### config.mk
export PLATFORM = sky130hd
export DESIGN_NAME = gate_truth_table_identifier
export DESIGN_NICKNAME = d
export VERILOG_FILES = /design/src/rtl/gate_truth_table_identifier.sv
export SDC_FILE = /design/constraint.sdc
export NUM_CORES = 1
export LEC_CHECK = 0
export CAP_MARGIN = 40
export CORE_ASPECT_RATIO = 1.4
export CORE_UTILIZATION = 40
export DETAILED_ROUTE_END_ITERATION = 10
export HOLD_SLACK_MARGIN = 0.02
export PLACE_DENSITY_LB_ADDON = 0.2
export SLEW_MARGIN = 5
export SYNTH_ARGS = -nofsm -noshare
export SYNTH_HDL_FRONTEND = slang
export SYNTH_SLANG_ARGS = --single-unit
export TNS_END_PERCENT = 30
### constraint.sdc
create_clock -name clk -period 1.5 [get_ports clk]
set_input_delay 0.15 -clock clk [delete_from_list [all_inputs] [get_ports clk]]
set_output_delay 0.15 -clock clk [all_outputs]
set_load 0.005 [all_outputs]
### src/rtl/gate_truth_table_identifier.sv
// Drives a 2-input gate under test through all four input vectors, captures its
// truth table and decodes it into a gate code.
module gate_truth_table_identifier #(
  parameter int SETTLE_CYCLES = 1
) (
  input  logic       clk,
  input  logic       rst,
  input  logic       start_in,
  input  logic       dut_in,
  output logic       a_out,
  output logic       b_out,
  output logic       busy_out,
  output logic       done_out,
  output logic       valid_out,
  output logic [2:0] gate_code_out,
  output logic [3:0] tt_out
);

  localparam int CNT_W = (SETTLE_CYCLES > 1) ? $clog2(SETTLE_CYCLES) : 1;

  typedef enum logic [1:0] {IDLE, DRIVE, SAMPLE, DONE} state_t;

  state_t           state, state_nxt;
  logic [1:0]       idx;
  logic [CNT_W-1:0] cnt;
  logic [3:0]       tt_cap;
  logic [3:0]       tt_final;
  logic [3:0]       dec;

  // Returns {valid, code}; unknown tables decode to {0, 0}.
  function automatic logic [3:0] decode(input logic [3:0] tt);
    case (tt)
      4'b0011: decode = 4'b1000;
      4'b1100: decode = 4'b1001;
      4'b1000: decode = 4'b1010;
      4'b1110: decode = 4'b1011;
      4'b0111: decode = 4'b1100;
      4'b0001: decode = 4'b1101;
      4'b0110: decode = 4'b1110;
      4'b1001: decode = 4'b1111;
      default: decode = 4'b0000;
    endcase
  endfunction

  // The last vector's sample completes the table on the edge that enters DONE.
  assign tt_final = {dut_in, tt_cap[2:0]};
  assign dec      = decode(tt_final);

  always_comb begin
    state_nxt = state;
    case (state)
      IDLE: begin
        if (start_in) state_nxt = (SETTLE_CYCLES == 0) ? SAMPLE : DRIVE;
      end
      DRIVE: begin
        if (cnt == CNT_W'(SETTLE_CYCLES - 1)) state_nxt = SAMPLE;
      end
      SAMPLE: begin
        if (idx == 2'd3)             state_nxt = DONE;
        else if (SETTLE_CYCLES == 0) state_nxt = SAMPLE;
        else                         state_nxt = DRIVE;
      end
      DONE:    state_nxt = IDLE;
      default: state_nxt = IDLE;
    endcase
  end

  always_ff @(posedge clk) begin
    if (rst) begin
      state         <= IDLE;
      idx           <= 2'd0;
      cnt           <= '0;
      tt_cap        <= 4'd0;
      tt_out        <= 4'd0;
      gate_code_out <= 3'd0;
      valid_out     <= 1'b0;
    end else begin
      state <= state_nxt;
      case (state)
        IDLE: begin
          idx    <= 2'd0;
          cnt    <= '0;
          tt_cap <= 4'd0;
        end
        DRIVE: cnt <= cnt + 1'b1;
        SAMPLE: begin
          tt_cap[idx] <= dut_in;
          idx         <= idx + 2'd1;
          cnt         <= '0;
          if (idx == 2'd3) begin
            tt_out        <= tt_final;
            gate_code_out <= dec[2:0];
            valid_out     <= dec[3];
          end
        end
        default: cnt <= '0;
      endcase
    end
  end

  assign busy_out = (state == DRIVE) || (state == SAMPLE);
  assign done_out = (state == DONE);
  assign a_out    = busy_out & idx[1];
  assign b_out    = busy_out & idx[0];

endmodule

==> insert_results.sql, run 1 <==
INSERT INTO impl_metrics (metric_group, metric, value, unit) VALUES
('grt', 'antenna_found_initial', '0', ''),
('drt', 'vias', '679', ''),
('clocking', 'ctsHtreeMaxLevel', '1', ''),
('clocking', 'tritoncts_clock_tree', 'yes', ''),
('power', 'sequentialPowerShare', '45.6', '%'),
('place', 'place.detailed.instances', '127', ''),
('setup_path', 'critical_path_peak_fanout', '4', ''),
('sta', 'worst_slew_margin_rel', '82.79', '%'),
('drt', 'drtAntennaViolNets', '0', ''),
('clocking', 'cts.repair_timing.setup_buffer_count', '0', ''),
('die', 'design.core.area', '0.001824', 'mm2'),
('layout', 'filler_cell_count', '177', ''),
('drt', 'post-route-drc-count', '0', ''),
('clocking', 'total_clock_buffers_created_by_cts', '3', ''),
('yosys', 'netlist-cell-type-count', '27', ''),
('clocking', 'cts_buffer_depth', '2', ''),
('sta', 'worst_pin_slew', '0.2549', 'ns'),
('sta', 'rsz0062_at_grt', 'true', ''),
('drt', 'vias_per_cell', '5.183', ''),
('yosys', 'syn_area', '809.5', 'um2'),
('sta', 'post-route-worst-setup-slack', '0.02779', 'ns'),
('place', 'globalplace.congestion', '0.7397', ''),
('yosys', 'yosys.area.top_type', 'sky130_fd_sc_hd__dfxtp_1', ''),
('power', 'finalPower', '1.031', 'mW'),
('sta', 'fmax', '679.2', 'MHz'),
('setup_path', 'timing.critical_path.slowest_stage_cell', 'sky130_fd_sc_hd__dfxtp_2', ''),
('grt', 'grt_remaining_overflow', '0', ''),
('yosys', 'postSynthAreaPerCell', '8.799', 'um2'),
('yosys', 'synth.yosys.seq_area_share', '39.57', '%'),
('setup_path', 'crit_path_cell_trace', 'inv_2 -> ha_4 -> and2_1 -> dlygate4sd2_1', ''),
('yosys', 'synthesis.yosys.warnings', '0', ''),
('clocking', 'clock_latency_late_sink', '0.29', 'ns'),
('die', 'floorplan.initialDensity', '44.38', '%'),
('grt', 'grtUsageTotal', '16.76', '%'),
('die', 'dieHeight', '55.23', 'um'),
('clocking', 'clock_tree.root_cell', 'sky130_fd_sc_hd__clkbuf_4', ''),
('setup_path', 'critPathArrivalTime', '1.32', 'ns'),
('setup_path', 'critical_path.startpoint_type', 'flip-flop', ''),
('drt', 'initialDrtViolationCount', '5', ''),
('sta', 'final_hold_viol_count', '0', ''),
('sta', 'maxSlewViolCount', '0', ''),
('yosys', 'yosysTopAreaCellShare', '39.57', '%'),
('yosys', 'postSynthNetCount', '104', ''),
('power', 'power.combinational.fraction', '26.1', '%'),
('yosys', 'number_of_standard_cells_after_synthesis', '92', ''),
('yosys', 'post_synthesis_sequential_element_count', '16', ''),
('worst_hold_path', 'path_category_of_the_worst_min_delay_check', 'flip-flop to flip-flop', ''),
('setup_path', 'timing.critical_path.required', '1.35', 'ns'),
('run_status', 'status', 'finished clean', ''),
('sta', 'timing.final.crit_share', '98.15', '%'),
('drt', 'drt-pass1-iter-count', '4', ''),
('layout', 'final-instance-count-excl-fill', '131', ''),
('sta', 'post-route-min-period', '1.472', 'ns'),
('drt', 'totalWireLength', '1582', 'um'),
('power', 'vdd_ir_drop_max', '0.5382', 'mV'),
('grt', 'first_pass_grt_wire_length', '2622', 'um'),
('setup_path', 'max_stage_delay', '0.34', 'ns'),
('power', 'clockPowerShare', '28.3', '%'),
('drt', 'avgRoutedWirePerCell', '12.08', 'um'),
('layout', 'syn_to_final_growth', '28.90', '%'),
('place', 'place_worst_setup_slack', '0.03044', 'ns'),
('layout', 'layout.nets', '124', ''),
('layout', 'final_core_util', '57.20', '%'),
('power', 'power_switching', '0.3029', 'mW'),
('layout', 'post_route_cells_drive_above_1_share', '17.12', '%'),
('die', 'row_count', '18', ''),
('place', 'post_dp_hpwl', '1197', 'um'),
('sta', 'finalSetupViolations', '0', ''),
('power', 'p_int', '0.7280', 'mW'),
('layout', 'n_antenna_cell', '0', ''),
('clocking', 'clkTransAtPathRegs', '0.10', 'ns');
-- state kept, by name, indices dropped and copies added (netlist names) --
name / count
tt_cap: 3
idx: 2
gate_code_out: 3
tt_out: 4
valid_out: 1
state: 2
cnt: 1
-- metrics by stage --
step                      hold slack [ns]  cell area [um2]
after detailed placement           0.4170            989.7
final                              0.4258             1044
after global routing               0.4422             1044
after global placement             0.4086            989.7
after floorplan                    0.3928            809.5
after CTS                          0.4312             1036
-- path summary, 6_finish.rpt --
path	from	to	slack, ns	depth (start not counted)
worst min-delay path	cnt$_SDFF_PP0_	cnt$_SDFF_PP0_	0.43	1
worst max-delay path	state[0]$_SDFFE_PP0P_	a_out	0.03	4
worst max register to register	state[1]$_SDFFE_PP0P_	valid_out$_SDFFE_PP0P_	0.18	5
worst min register to register	cnt$_SDFF_PP0_	cnt$_SDFF_PP0_	0.43	1
-- logic make-up after synthesis --
group / synth area share [%]
simple gates: 22.26
compound gates: 18.70
flops: 39.57
buf+inv: 5.873
fa+ha+maj: 12.37
mux: 1.237
-- synth_stat cells --
cell type	count
sky130_fd_sc_hd__dfxtp_1	16
sky130_fd_sc_hd__nand2_1	11
sky130_fd_sc_hd__a21oi_1	9
sky130_fd_sc_hd__ha_1	8
sky130_fd_sc_hd__nor2_1	7
sky130_fd_sc_hd__inv_1	4
sky130_fd_sc_hd__nor2b_1	4
sky130_fd_sc_hd__o21ai_1	4
sky130_fd_sc_hd__and2_1	3
sky130_fd_sc_hd__buf_4	3
sky130_fd_sc_hd__nand3_1	3
sky130_fd_sc_hd__a211oi_1	2
sky130_fd_sc_hd__buf_2	2
sky130_fd_sc_hd__nand2b_1	2
sky130_fd_sc_hd__nor3b_1	2
sky130_fd_sc_hd__a211oi_2	1
sky130_fd_sc_hd__a21o_1	1
sky130_fd_sc_hd__a221oi_1	1
sky130_fd_sc_hd__a2bb2oi_1	1
sky130_fd_sc_hd__a311o_1	1
sky130_fd_sc_hd__a311oi_2	1
sky130_fd_sc_hd__mux2i_1	1
sky130_fd_sc_hd__nand2_2	1
sky130_fd_sc_hd__nand3b_1	1
sky130_fd_sc_hd__nor2_2	1
sky130_fd_sc_hd__o41ai_1	1
sky130_fd_sc_hd__or2_0	1
-- critical path, delay by kind of cell, from the launching register on --
family / cells / cell delay [ns]
flip-flops: 1 / 0.34
AND/OR/NAND/NOR: 1 / 0.14
buffers and inverters: 2 / 0.34
adder cells (fa/ha/maj): 1 / 0.20
-- repair_timing --
action                     4_1_cts  5_1_grt
gates cloned                     0        0
hold buffers                     0        0
setup endpoints to repair        4        6
pin swaps                        1        0
gates resized for setup          9        3
-- layer usage --
metal,share of wire (%),track usage [%],wire length [um]
met3,3.5,2.410,55
met4,1.5,7.882,23
met1,41,18.25,656
met5,0,0,0
met2,54,29.03,847
-- power by group through the flow --
| stage | registers, mW | clock network, mW | logic [mW] |
|---|---|---|---|
| 6_report | 0.470 | 0.291 | 0.269 |
| 5_1_grt | 0.474 | 0.317 | 0.297 |
| 4_1_cts | 0.470 | 0.299 | 0.261 |
| 3_5_place_dp | 0.475 | 0 | 0.247 |
| 3_3_place_gp | 0.473 | 0 | 0.237 |
| 2_1_floorplan | 0.475 | 0 | 0.145 |
-- final cells by class --
cell class	count	area (um2)	share of cell area, %
timing repair buffer	20	183.9	17.63
multi-input combinational	67	460.4	44.12
inverter	4	15.01	1.439
sequential	16	322.8	30.94
clock buffer	4	36.28	3.477
tap	20	25.02	2.398
No activity file was read; power rests on OpenSTA's default activity.
==> run 2: changes to the inputs <==
- ABC_CLOCK_PERIOD_IN_PS: default -> 1500
- CORE_ASPECT_RATIO: 1.4 -> default
- CORE_UTILIZATION: 40 -> 49
- SLEW_MARGIN: 5 -> default
==> insert_results.sql, run 2 (synthesis gave the netlist of run 1 again) <==
INSERT INTO impl_metrics (metric_group, metric, value, unit) VALUES
('die', 'chip_width', '42.65', 'um'),
('clocking', 'ctsHtreeMaxLevel', '1', ''),
('clocking', 'total_clock_buffers_created_by_cts', '3', ''),
('worst_hold_path', 'path_category_of_the_worst_min_delay_check', 'flip-flop to flip-flop', ''),
('power', 'sequentialPowerShare', '45.1', '%'),
('layout', 'regMostFlops', 'tt_out', ''),
('power', 'power-per-cell-area', '987.0', 'mW/mm2'),
('setup_path', 'path_delay_family', 'flip-flops', ''),
('clocking', 'cts_sinks', '16', ''),
('clocking', 'clkTransAtPathRegs', '0.10', 'ns'),
('setup_path', 'critical_path.startpoint_type', 'flip-flop', ''),
('setup_path', 'max_stage_delay', '0.35', 'ns'),
('layout', 'n_antenna_cell', '0', ''),
('drt', 'vias_per_cell', '5.269', ''),
('power', 'clockPowerShare', '27.9', '%'),
('drt', 'totalWireLength', '1694', 'um'),
('place', 'placed_cell_area', '0.001007', 'mm2'),
('layout', 'filler_cell_count', '127', ''),
('grt', 'antenna_found_initial', '0', ''),
('sta', 'fmax', '702.1', 'MHz'),
('power', 'power.combinational.fraction', '27.0', '%'),
('place', 'post_dp_hpwl', '1209', 'um'),
('grt', 'grtUsageTotal', '19.98', '%'),
('sta', 'finClkSkew', '0.003894', 'ns'),
('clocking', 'cts_buffer_depth', '2', ''),
('die', 'pin_count', '16', ''),
('sta', 'final_hold_viol_count', '0', ''),
('setup_path', 'critical_path_peak_fanout', '3', ''),
('grt', 'via_count_of_the_first_global_routing_pass', '627', ''),
('setup_path', 'crit_path_end_kind', 'output port', ''),
('clocking', 'clock_latency_late_sink', '0.29', 'ns'),
('sta', 'post-route-min-period', '1.424', 'ns'),
('setup_path', 'timing.critical_path.required', '1.35', 'ns'),
('layout', 'finalInstanceArea', '0.001057', 'mm2'),
('sta', 'timing.final.crit_share', '94.95', '%'),
('sta', 'finalSetupViolations', '0', ''),
('layout', 'layout.nets', '127', ''),
('clocking', 'ctsHoldBuffers', '0', ''),
('layout', 'layout.cells.most_common', 'sky130_fd_sc_hd__dfxtp_1', ''),
('layout', 'seq_area', '322.8', 'um2'),
('clocking', 'tritoncts_clock_tree', 'yes', ''),
('setup_path', 'worstSetupPathType', 'flip-flop to output port', ''),
('layout', 'largest_registers', 'tt_out (4), gate_code_out (3), tt_cap (3)', ''),
('grt', 'first_pass_grt_wire_length', '2704', 'um'),
('place', 'place.detailed.instances', '126', ''),
('die', 'floorplan.die_area', '0.001819', 'mm2'),
('sta', 'rsz0062_at_grt', 'false', ''),
('die', 'design.core.area', '0.001524', 'mm2'),
('drt', 'drtAntennaViolNets', '0', ''),
('grt', 'grt_remaining_overflow', '0', ''),
('die', 'floorplan.initialDensity', '53.12', '%'),
('layout', 'post_route_cells_drive_above_1_share', '19.30', '%'),
('run_status', 'status', 'finished clean', ''),
('place', 'port_buffers', '15', ''),
('sta', 'worst_slew_margin_rel', '82.19', '%'),
('run', 'timing.max_cap.violations', '0', ''),
('layout', 'mostFrequentLayoutCells', 'sky130_fd_sc_hd__dfxtp_1 (14), sky130_fd_sc_hd__nand2_1 (11), sky130_fd_sc_hd__clkdlybuf4s50_1 (11)', ''),
('layout', 'largest_register_ffs', '4', ''),
('drt', 'post-route-drc-count', '0', ''),
('sta', 'maxSlewViolCount', '0', ''),
('drt', 'initialDrtViolationCount', '16', ''),
('place', 'globalplace.congestion', '0.7192', ''),
('drt', 'drt-pass1-iter-count', '4', ''),
('grt', 'grt_start_max_net_pins', '11', ''),
('layout', 'syn_to_final_growth', '30.60', '%'),
('die', 'dieHeight', '42.65', 'um'),
('power', 'power_switching', '0.3035', 'mW'),
('sta', 'worst_pin_slew', '0.2638', 'ns'),
('clocking', 'clock_tree.root_cell', 'sky130_fd_sc_hd__clkbuf_4', ''),
('power', 'p_sw_share', '29.09', '%'),
('layout', 'final-instance-count-excl-fill', '130', ''),
('setup_path', 'timing.critical_path.slowest_stage_cell', 'sky130_fd_sc_hd__dfxtp_2', ''),
('layout', 'area_used_by_multi_input_combinational_logic', '455.4', 'um2'),
('power', 'vdd_ir_drop_max', '0.8117', 'mV'),
('power', 'p_int', '0.7400', 'mW'),
('power', 'cellLeakagePower', '0.4079', 'nW'),
('setup_path', 'critPathArrivalTime', '1.27', 'ns'),
('setup_path', 'cp_num_buf_inv', '2', ''),
('setup_path', 'crit_path_cell_trace', 'inv_2 -> ha_4 -> and2_1 -> clkdlybuf4s15_1', ''),
('drt', 'vias', '685', ''),
('drt', 'avgRoutedWirePerCell', '13.03', 'um'),
('die', 'row_count', '14', '');
-- run 2: changes by cell type in the layout (fill, tap and decap cells not counted), sizes merged --
cell	delta
buf	+3
clkdlybuf4s15	+1
dlygate4sd2	-1
-- run 2: timing repair --
action	CTS	global route
pin swaps	1	0
setup endpoints to repair	4	4
gates resized for setup	6	6
buffers inserted	0	0
-- run 2: path summary, 6_finish.rpt --
kind / cells past startpoint / end / slack [ns] / startpoint
worst max-delay path: 4 / b_out / 0.08 / state[0]$_SDFFE_PP0P_
worst min-delay path: 1 / cnt$_SDFF_PP0_ / 0.42 / cnt$_SDFF_PP0_
worst max register to register: 6 / tt_cap[1]$_SDFFE_PP0P_ / 0.15 / state[1]$_SDFFE_PP0P_
worst min register to register: 1 / cnt$_SDFF_PP0_ / 0.42 / cnt$_SDFF_PP0_
-- run 2: stage by stage --
step                      utilization, %  TNS [ns]  power [mW]  setup slack, ns  hold slack (ns)
after detailed placement           66.09         0      0.7358          0.04601           0.4134
after global placement             66.09         0      0.7251          0.07064           0.4101
after global routing               69.38         0       1.089          0.04012           0.4575
after floorplan                        -         0      0.6200           0.3024           0.3928
final                              69.38         0       1.044          0.07576           0.4217
after CTS                          68.31   -0.1239       1.010         -0.06469           0.4276
-- run 2: metal layers --
metal | wire, um | vias to the layer above | track usage (%)
met5 | 0 | - | 0
met4 | 29 | 0 | 11.25
met3 | 42 | 4 | 3.017
met2 | 799 | 11 | 31.52
met1 | 822 | 313 | 25.67
li1 | - | 357 | -
-- run 2: worst register-to-register path: cells and delay by family, from the launching register on --
family                     cells  cell delay, ns
AOI/OAI and AO/OA              2            0.24
adders and majority gates      1            0.21
buffers and inverters          2            0.30
DFF                            1            0.34
and+or+nand+nor                1            0.21
-- run 2: power by group through the flow --
stage          logic (mW)  clock network, mW  registers [mW]
5_1_grt             0.305              0.311           0.473
3_3_place_gp        0.253                  0           0.472
6_report            0.282              0.291           0.470
2_1_floorplan       0.145                  0           0.475
4_1_cts             0.251              0.292           0.467
3_5_place_dp        0.262                  0           0.474
-- run 2: final cells by class --
cell class              count  share of cell area (%)
clock buffers               4                   3.432
inverters                   4                   1.420
multi-input cells          67                   43.08
flip-flops and latches     16                   30.53
well taps                  16                   1.893
repair buffers             23                   19.65
==> run 3: changes to the inputs <==
- ABC_CLOCK_PERIOD_IN_PS: 1500 -> default
==> results of run 3 <==
The final DEF is identical to that of run 2; final timing and power are the same.
==> RTL change 1, RTL diff (config.mk and constraints of run 3) <==
Register the output `done_out`, without a reset; this adds one clock of latency there. The other outputs are not delayed to match.
--- a/src/rtl/gate_truth_table_identifier.sv
+++ b/src/rtl/gate_truth_table_identifier.sv
@@ -101,3 +101,5 @@
   assign busy_out = (state == DRIVE) || (state == SAMPLE);
-  assign done_out = (state == DONE);
+  always_ff @(posedge clk) begin
+    done_out <= (state == DONE);
+  end
   assign a_out    = busy_out & idx[1];
Check against the original RTL: not equivalent (Yosys sat finds a counterexample within 10 cycles, from zero or initial values and one cycle with rst high).
==> RTL change 1 against run 3 <==
- routed wire length shrank 12%
- combinational power shrank 4%
- cell count increased by 1.5%
- worst hold slack improved by 0.0098 ns
- setup slack lost 0.054 ns
- global-route usage is 0.90 points lower
- via count is 0.58% higher
- total power down 3.4%
- sequential power is 6.2% higher
- design area is 1.8% higher
- synthesized area is 2.0% higher
- sequential cell count grew 1
- critical path type unchanged
- largest power group unchanged
- highest routed layer unchanged
==> RTL change 1: results (changes against run 3) <==
Parameter                              Value

Outcome
  Result of the run    finished clean

Global route
  GR Util met3    3.830% (+0.81 points)
  Wire length of the first global-routing pass    2539 um (-6.1%)
  GRT Total Usage    19.09% (-0.90 points)
  Number of global-route vias before repair    611 (-2.6%)
  Pin count of the biggest net entering global routing    13 (+2)
  Grt met1 use    22.55% (-3.1 points)
  Met2 track demand over resource    30.91% (-0.61 points)

Timing
  Clock skew    0.005746 ns (+0.001852 ns)
  Relative max-transition margin    83.85% (+1.7 points)
  Worst setup margin    0.02168 ns (-0.05408 ns)
  Post-Route Hold Slack    0.4315 ns (+0.009810 ns)

Yosys
  Commonest cells in the synthesized netlist    sky130_fd_sc_hd__dfxtp_1, sky130_fd_sc_hd__nand2_1, sky130_fd_sc_hd__a21oi_1
  Syn_nets    105 (+0.96%)
  Complex-gate fraction of the synthesized area    18.33% (-0.37 points)
  Number of instances in the synthesized netlist    93 (+1.1%)
  Share of synthesized cell area in full adder, half adder and majority cells    12.12% (-0.24 points)
  Synth unique cells    29 (+7.4%)
  Multiplexer fraction of the synthesized cell area    1.212% (-0.024 points)

Power
  Cell leakage power    0.4156 nW (+1.9%)
  Internal power contribution    0.0007200 W (-2.7%)
  Seq power    0.000499 W (+6.2%)
  Power in the clock group    0.000238 W (-18%)
  Largest vdd supply drop    0.7316 mV (-9.9%)
  Combinational gate power    0.000272 W (-4%)

Place
  Placed inst area    1035 um2 (+2.7%)
  RD Place Congestion    0.7420 (+3.2%)
  Worst Setup Slack post-DPL    0.02245 ns (-0.02356 ns)

Cells and area
  Fill count    118 (-7.1%)
  Non-Filler Instances    132 (+1.5%)
  Final design utilization    69.81% (+0.43 points)
  Share of final-layout standard cells stronger than drive strength 1    19.83% (+0.53 points)

Route
  DRT Wirelength    1489 um (-12%)
  Routed met2 length    712 um (-11%)
  Wire length on met3    28 um (-33%)
  Wl on met1    731 um (-11%)
  Starting DRC count in detailed routing    8 (-8)
RTL change 1: cell types whose count changed after synthesis, sizes merged:
cell	delta
clkbuf	+1
dfxtp	+1
buf	-1
RTL change 1: worst max-delay path: stages (launching register included):
cell                            delay (ns)
sky130_fd_sc_hd__dfxtp_2              0.35
sky130_fd_sc_hd__inv_2                0.05
sky130_fd_sc_hd__ha_4                 0.23
sky130_fd_sc_hd__and2_1               0.15
sky130_fd_sc_hd__dlygate4sd2_1        0.25
RTL change 1: layout make-up:
type | count | area share [%]
clock inverter | 1 | 0.4651
sequential | 17 | 31.86
inverter | 4 | 1.395
multi-input combinational | 67 | 42.33
clock buffer | 3 | 2.093
tap | 16 | 1.860
timing repair buffer | 24 | 20.00
RTL change 1: what timing repair did:
| action | in CTS | in global routing |
|---|---|---|
| pin swaps | 0 | 0 |
| endpoints found under the setup margin | 3 | 4 |
| hold endpoints to repair | 0 | 0 |
| gates resized for setup | 8 | 2 |
==> RTL change 2, RTL diff (flow settings as in run 3) <==
Without the edit above. Re-encode `state_t` (4 states) as one-hot, 4 bits wide.
--- a/src/rtl/gate_truth_table_identifier.sv
+++ b/src/rtl/gate_truth_table_identifier.sv
@@ -20,3 +20,3 @@
 
-  typedef enum logic [1:0] {IDLE, DRIVE, SAMPLE, DONE} state_t;
+  typedef enum logic [3:0] {IDLE = 4'b0001, DRIVE = 4'b0010, SAMPLE = 4'b0100, DONE = 4'b1000} state_t;
 
Formal check against the unedited RTL: same outputs for any inputs over 10 cycles, from zero or initial values and one cycle with rst high; not proved beyond that.
==> RTL change 2 against run 3 <==
- core utilization decreased by 0.60 points
- setup slack got worse by 0.023 ns
- design area increased by 16%
- non-clock buffer count increased by 6
- routed wire length increased by 16%
- critical path type unchanged
- critical endpoint is now a_out
- synthesized area increased by 18%
- register-to-register slack got worse by 0.09 ns
- global-route usage increased by 0.41 points
- sequential cell count increased by 2
Power is not compared: it rests on default switching activity, and its combinational part moved more than twofold at a synthesized area within 25%.
==> RTL change 2: results (changes against run 3) <==
Parameter                              Value

Place
  Worst Setup Slack post-DPL    0.02705 ns (-0.01896 ns)
  RD Place Congestion    0.8325 (+16%)
  Detailed-placement wirelength estimate    1408 um (+17%)
  Placed inst area    1151 um2 (+14%)

Setup path
  Reg2reg start    state[3]$_SDFFE_PP0P_
  Capture point of the worst path    a_out
  End of the worst register-to-register path    tt_out[2]$_SDFFE_PP0P_
  Critical Path Fanout Max    5 (+2)
  Register-to-Register Setup Slack    0.06 ns (-0.09 ns)
  Data arrival time of the critical path    1.30 ns (+0.03 ns)

CTS
  Count of clock tree sinks    18 (+2)

Cells and area
  Number of multi-input logic gates    73 (+9.0%)
  Non-clock buffer share    21.73% (+2.1 points)
  Final design utilization    68.77% (-0.60 points)
  Registers with the most flip-flops    state (4), tt_out (4)
  Non-clock buffers    29 (+26%)
  Area of the multi-input gates    511.7 um2 (+12%)
  Layout Cell Area excl Fill    1226 um2 (+16%)
  Share of final-layout standard cells stronger than drive strength 1    24.62% (+5.3 points)

Global route
  Pin count of the biggest net entering global routing    18 (+7)
  Wire length of the first global-routing pass    3042 um (+13%)
  Number of global-route vias before repair    719 (+15%)
  GRT Total Usage    20.39% (+0.41 points)

Outcome
  Result of the run    finished clean

Yosys
  Synth unique cells    33 (+22%)
  Share of synthesized area occupied by flip-flops and latches    37.70% (-1.9 points)
  Number of instances in the synthesized netlist    108 (+17%)
  Syn_nets    116 (+12%)
  Top post-synthesis cells by area    sky130_fd_sc_hd__dfxtp_1, sky130_fd_sc_hd__a21oi_1, sky130_fd_sc_hd__ha_1, sky130_fd_sc_hd__nand3_1, sky130_fd_sc_hd__o211ai_2

Timing
  Highest attainable clock frequency    690.9 MHz (-1.6%)
  Relative max-transition margin    79.31% (-2.9 points)
  Clock skew    0.007304 ns (+0.003410 ns)

Min path
  Min-Delay Startpoint    tt_out[3]$_SDFFE_PP0P_
  Min-Delay Path Depth    2 (+1)

Route
  DRT Wirelength    1964 um (+16%)
  Vias    858 (+25%)
==> RTL change 2: cell count changes in the layout (fill, tap and decap cells not counted), moves of 3 or more <==
| cell | before | now |
|---|---|---|
| sky130_fd_sc_hd__o211ai_2 | 0 | 3 |
| sky130_fd_sc_hd__inv_1 | 2 | 7 |
| sky130_fd_sc_hd__ha_1 | 7 | 4 |
| sky130_fd_sc_hd__nand2_1 | 11 | 6 |
| sky130_fd_sc_hd__nand3_1 | 3 | 9 |
| sky130_fd_sc_hd__buf_4 | 8 | 12 |
==> RTL change 2: timing repair <==
item | in CTS | in global routing
buffers inserted | 0 | 3
resized for setup | 7 | 8
endpoints found under the setup margin | 4 | 8
hold buffers | 0 | 0
pin swaps | 0 | 4
==> RTL change 2: logic make-up after synthesis <==
group,after synthesis,share of synthesized area (%)
AOI/OAI and AO/OA,30,21.73
xor gates and xnor gates,1,0.9164
adders and majority gates,4,5.236
buffers and inverters,17,9.946
DFF,18,37.70
and+or+nand+nor,38,24.47
==> RTL change 2: routing by layer <==
metal	wire [um]	GRT usage, %
met1	941	24.94
met2	934	31.55
met3	62	6.667
met5	0	0
met4	26	10.59
==> RTL change 2: worst reg2reg max path, cell delays in order, from the launching register on <==
cell and delay, ns:
sky130_fd_sc_hd__dfxtp_2 0.37, sky130_fd_sc_hd__buf_4 0.15, sky130_fd_sc_hd__nor4b_4 0.33, sky130_fd_sc_hd__buf_4 0.20, sky130_fd_sc_hd__buf_12 0.10, sky130_fd_sc_hd__nand3_1 0.08, sky130_fd_sc_hd__a21oi_2 0.14
==> RTL change 2: power by group <==
| part | switching, W | internal, W |
|---|---|---|
| Sequential | 0.0000118 | 0.000487 |
| Clock | 0.000149 | 0.0000938 |
| Combinational | 0.0000591 | 0.0000564 |
| Total | 0.000220 | 0.000638 |
